**src/rtl/jt12_slot_seq.sv**
```systemverilog
// jt12_slot_seq: operator-slot sequencer with a single-entry register write
// buffer released as a one-clock update strobe when its target slot comes up.
//
// Ports:
//   rst, clk            synchronous active-high reset, system clock
//   clk_en              advance one slot per high cycle
//   slot                current slot code {op[1:0], ch[2:0]}, ch in {0,1,2,4,5,6}
//   cur_ch, cur_op      linear channel 0..5 and operator 0..3 of slot
//   zero                high while slot == 0
//   wr_valid/wr_ready   register write handshake
//   wr_slot, wr_data    target slot and payload of the request
//   upd                 one-clock strobe, upd_data applies to upd_slot
//   upd_slot, upd_data  slot and payload of the last released write
//   err                 one-clock strobe, request dropped for an illegal ch code
module jt12_slot_seq #(
  parameter int DW = 8
) (
  input  logic          rst,
  input  logic          clk,
  input  logic          clk_en,
  output logic [4:0]    slot,
  output logic [2:0]    cur_ch,
  output logic [1:0]    cur_op,
  output logic          zero,
  input  logic          wr_valid,
  output logic          wr_ready,
  input  logic [4:0]    wr_slot,
  input  logic [DW-1:0] wr_data,
  output logic          upd,
  output logic [4:0]    upd_slot,
  output logic [DW-1:0] upd_data,
  output logic          err
);

  logic [4:0]    pend_slot;
  logic [DW-1:0] pend_data;
  logic [2:0]    nch;
  logic [1:0]    nop;
  logic [4:0]    nxt;
  logic [2:0]    nlin;
  logic          take;
  logic          legal;
  logic          rel;

  // ch walks 0,1,2,4,5,6; the wrap from 6 bumps op
  always_comb begin
    nop = slot[4:3];
    nch = slot[2:0] + 3'd1;
    unique case (1'b1)
      (slot[2:0] == 3'd6): begin
        nch = 3'd0;
        nop = slot[4:3] + 2'd1;
      end
      (slot[2:0] == 3'd2): nch = 3'd4;
      default: ;
    endcase
  end

  assign nxt  = {nop, nch};
  assign nlin = (nch >= 3'd4) ? nch - 3'd1 : nch;

  // ch codes 3 and 7 both have the low two bits set
  assign legal = (wr_slot[1:0] != 2'b11);
  assign take  = wr_valid && wr_ready;

  // wr_ready low doubles as the pending flag; the compare uses the
  // pre-advance slot, so a write to the current slot waits a full frame
  assign rel = clk_en && !wr_ready && (slot == pend_slot);

  always_ff @(posedge clk) begin
    if (rst) begin
      slot      <= 5'd0;
      cur_ch    <= 3'd0;
      cur_op    <= 2'd0;
      zero      <= 1'b1;
      wr_ready  <= 1'b1;
      pend_slot <= 5'd0;
      pend_data <= '0;
      upd       <= 1'b0;
      upd_slot  <= 5'd0;
      upd_data  <= '0;
      err       <= 1'b0;
    end else begin
      upd <= rel;
      err <= take && !legal;
      if (clk_en) begin
        slot   <= nxt;
        cur_ch <= nlin;
        cur_op <= nop;
        zero   <= (nxt == 5'd0);
      end
      if (rel) begin
        upd_slot <= pend_slot;
        upd_data <= pend_data;
        wr_ready <= 1'b1;
      end else if (take && legal) begin
        pend_slot <= wr_slot;
        pend_data <= wr_data;
        wr_ready  <= 1'b0;
      end
    end
  end

endmodule

```
**config.mk**
```make
export PLATFORM = sky130hd
export DESIGN_NAME = jt12_slot_seq
export DESIGN_NICKNAME = d
export VERILOG_FILES = /design/src/rtl/jt12_slot_seq.sv
export SDC_FILE = /design/constraint.sdc
export NUM_CORES = 1
export LEC_CHECK = 0
export ABC_AREA = 1
export CAP_MARGIN = 25
export CORE_AREA = 2 2 73 75
export CTS_BUF_LIST = sky130_fd_sc_hd__clkbuf_4
export DETAILED_ROUTE_END_ITERATION = 16
export DIE_AREA = 0 0 75 77
export DONT_BUFFER_PORTS = 1
export PLACE_DENSITY_LB_ADDON = 0.12
export SETUP_SLACK_MARGIN = 0.05
export SYNTH_ARGS = -nofsm -noshare
export SYNTH_HDL_FRONTEND = slang
export SYNTH_SLANG_ARGS = --single-unit
```
**constraint.sdc**
```tcl
create_clock -name clk -period 1.4 [get_ports clk]
set_clock_uncertainty 0.15 [all_clocks]
set_input_delay 0.28 -clock clk [delete_from_list [all_inputs] [get_ports clk]]
set_output_delay 0.28 -clock clk [all_outputs]
set_load 0.02 [all_outputs]
```
== Yosys cells after proc, flatten, opt, wreduce, memory -nomap -nowiden ==
Index checks and enable logic that the tools add are counted.
Storage, ports and cells
  bits of input ports: 17
  logic and storage cells: 33
  bits in registers: 40
  output and inout port bits: 27
Cells by class
  add/sub/neg operators: 3
  equality and inequality tests: 4
  multiplexer cells: 3
  reduce and logical (&&, ||, !) cells: 10
  bitwise operators: 1
  $lt $le $gt $ge: 1
Operators by type and width (count)
  $pmux 3 s2: 1
  $eq 5x5->1: 1
  $logic_and 1x1->1: 5
  $logic_not 5->1: 1
  $add 3x1->3 const B: 1
  $eq 3x2->1 const B: 1
  $eq 3x3->1 const B: 1
  $ge 3x3->1 const B: 1
  $mux 3: 1
  $sub 3x1->3 const B: 1
  $add 2x1->2 const B: 1
  $logic_not 1->1: 2
  $mux 2: 1
  $ne 2x2->1 const B: 1
  $reduce_and 2->1: 1
  $reduce_or 2->1: 1
  $not 1->1: 1

== Depth between registers and ports, before layout ==
  depth in word-level cells: 5
  mapped depth: 9
  gate-level depth less buffers: 8

== Worst setup path after synthesis ==
Ideal clock, no wire load.
  kind: register to register
  start point: reg slot[0]
  end point: reg upd_data[6]
  cell stages (with the launch flop): 9
  path slack: -114 ps
  period minus slack after synthesis: 1514 ps
  data arrival time: 1250 ps
  buffers on the path: 2
  cell sequence: dfxtp_1 buf_4 inv_2 nand2_1 nand3_1 nand3b_4 buf_6 nand3_2 nand2_1
On the way
  longest elaborated chain between the ends: 2
RTL lines
  start, declared: RTL line 21  | output logic [4:0] slot,
  start signal, assigned: RTL line 87  | slot <= nxt;
  $eq 5x5->1: RTL line 68  | assign rel = clk_en && !wr_ready && (slot == pend_slot);
  $logic_and 1x1->1: RTL line 68
  end signal, assigned: RTL line 94  | upd_data <= pend_data;
  end, declared: RTL line 31  | output logic [DW-1:0] upd_data,
Every way passes these cells.
A chain may end at the register's enable or synchronous reset.

== Worst setup path in the final report ==
  start point: reg slot[2]
  end point: out slot[2]
No word-level cell between the ends.

==> impl_metrics.yaml <==
status:
  status: "finished with violations"
  violations: "hold timing"
cells_and_area:
  layout-drive-gt1-share: 0.379
  layoutNonFillerInstCount: 326
  diodes: 0
  final_nets: 274
  final_area_mm2: 0.00236
  syn_to_final_growth_pct: 38.6
  fin_util: 0.474
floorplan:
  die_w_um: 75
  die_area_mm2: 0.00578
  rows: 26
  core_mm2: 0.00498
  ioPinCount: 44
  fp.dieH_um: 77
  initial_core_util: 0.342
worst_setup_path:
  cp-end-kind: "output pin"
  cp_slowest_stage_delay_ns: 0.38
  arrival_ns: 0.96
  startpoint_type: "flop"
  required_ns: 0.97
  worstSetupPathType: "reg -> out"
  crit_top_cell: "buf_6"
  slowest_stage: "dfxtp_4"
  cp_num_buf_inv: 2
  worstPathMaxFanout: 4
  crit_chain: "buf_6 > buf_6"
  crit_family: "flip-flops"
placed_design:
  gp_congestion: 0.790
  place_inst: 291
  dp_hpwl_um: 2780
  io_buffer_count: 0
  placed_area_mm2: 0.00189
route:
  wl_um: 4470
  vias: 1533
  ant_nets: 0
  avgRoutedWirePerCell_um: 13.7
  dr.pass1.iters: 4
  viasPerCell: 4.70
  drtIter0Drc: 60
  drc: 0
cts:
  numCtsBuffers: 5
  clk_latency_ns: 0.35
  root_buffer: "clkbuf_4"
  cts.sinks: 38
  cts_tree: "done"
  clockBufferDepth: 2
  clkTransAtPathRegs_ns: 0.12
  htreeDepth: 2
yosys:
  synth_most_common_cell: "nand2_1"
  synth_seq_cells: 38
  synth_top_area_cell: "dfxtp_1"
  synthesis.nets: 235
  synth-main-ff-cell: "dfxtp_1"
  synth_cells: 216
  synthArstFlopShare: 0
  ys_top_cells_by_count: "40 x nand2_1, 38 x dfxtp_1, 28 x nor2_1"
  ys_types: 24
  yosysWarnings: 0
  netlist_area_mm2: 0.00170
  synth.yosys.seq_area_share: 0.447
  ys_top_cells_by_area: "dfxtp_1 45%, nand2_1 8.8%, nor2_1 6.2%, o21ai_0 5.3%, nand4_1 4.8%"
  synth_edf_count: 0
  synth_top_area_share: 0.447
  synth_area_per_cell_um2: 7.88
sta:
  tightest_slew_ns: 0.323
  tns_ns: 0
  slew_violations: 0
  rsz0062_at_grt: "true"
  hold_viol: 2
  max_freq_mhz: 720
  timing.hold.ws_ns: -0.0323
  min_period_ns: 1.39
  setup_viol: 0
  period_share: 0.991
  relSlewSlack: 0.784
grt:
  grt_use_total: 0.167
  grt_pass1_vias: 1530
  grt_overflow: 0
  grt_pass1_wl_um: 7510
  antenna_found_initial: 0
  grt_max_degree: 21
power_and_ir_drop:
  irDropWorstVdd_v: 0.000507
  powerDensity_mw_per_mm2: 973
  p_leak_nw: 0.995
run:
  drv_cap: 0
worst_hold_path:
  hold_class: "in -> reg"
## final cells by class
cell class	instances	area, um2
Timing Repair Buffer	44	467
Clock buffer	5	37.5
Fill cell	514	2620
Clock inverter	3	16.3
Tap cell	70	87.6
Sequential cell	38	787
Multi-Input combinational cell	147	887
Inverter	19	76.3
## flip-flops by register name, summed over array words and instances (netlist names)
name / flops
cur_ch: 3
err: 1
pend_data: 8
pend_slot: 5
slot: 5
upd: 1
upd_data: 8
upd_slot: 5
wr_ready: 1
zero: 1
## through the flow
stage          total power, mW  setup WS (ns)
6_report                  2.30         0.0119
3_3_place_gp              1.60         0.0101
4_1_cts                   2.25         0.0215
5_1_grt                   2.42        -0.0386
2_1_floorplan             1.50         0.0282
3_5_place_dp              1.61        -0.0148
## power breakdown
group	internal, mW	leakage, nW	switching (mW)
registers	1.14	0.316	0.0710
logic	0.233	0.650	0.273
clock network	0.187	0.0286	0.389
## per-layer routing
layer	track usage	vias up	routed length, um
li1	-	793	-
met1	0.230	705	2260
met2	0.253	30	1950
met3	0.0473	5	213
met4	0.0482	0	49
met5	0	-	0
## kinds of logic after synthesis
family	count (synthesis)	share of synthesized area
and+or+nand+nor	108	0.327
DFF	38	0.447
AOI/OAI and AO/OA	35	0.107
buffers and inverters	32	0.0985
adders and majority gates	2	0.0147
xor gates and xnor gates	1	0.00515
## cell usage in the layout, fill, tap and decap left out, types with 2 or more instances in the layout
| master | instances |
|---|---|
| nand2_1 | 31 |
| dfxtp_1 | 27 |
| nor2_1 | 23 |
| dlygate4sd3_1 | 19 |
| o21ai_0 | 14 |
| nand3_2 | 14 |
| a21oi_1 | 13 |
| nand4_1 | 13 |
| buf_4 | 13 |
| inv_2 | 11 |
| nand2_2 | 11 |
| buf_6 | 7 |
| nor2_2 | 6 |
| o21ai_1 | 6 |
| dfxtp_2 | 6 |
| nor2_4 | 5 |
| inv_1 | 5 |
| clkbuf_4 | 5 |
| dfxtp_4 | 5 |
| nand3_1 | 4 |
| clkinv_1 | 3 |
| buf_12 | 3 |
| nand3b_4 | 2 |
## final timing paths
kind / startpoint / to / slack, ns / cells after the start
setup / recovery: slot[2] / slot[2] / 0.01 / 2
setup reg to reg: slot[0] / upd_slot[4] / 0.03 / 6
hold / removal: clk_en / slot[1] / -0.03 / 2
hold reg to reg: pend_slot[4] / pend_slot[4] / 0.32 / 2
## repair_timing
action                                  4_1_cts  5_1_grt
hold buffers                                 16        3
hold endpoints to repair                     24        8
setup buffers                                 3        3
resized for setup                            11       39
gates cloned                                  1        1
endpoints found under the setup margin       20       30
pin swaps                                     2       22
No activity file was read; power rests on OpenSTA's default activity.
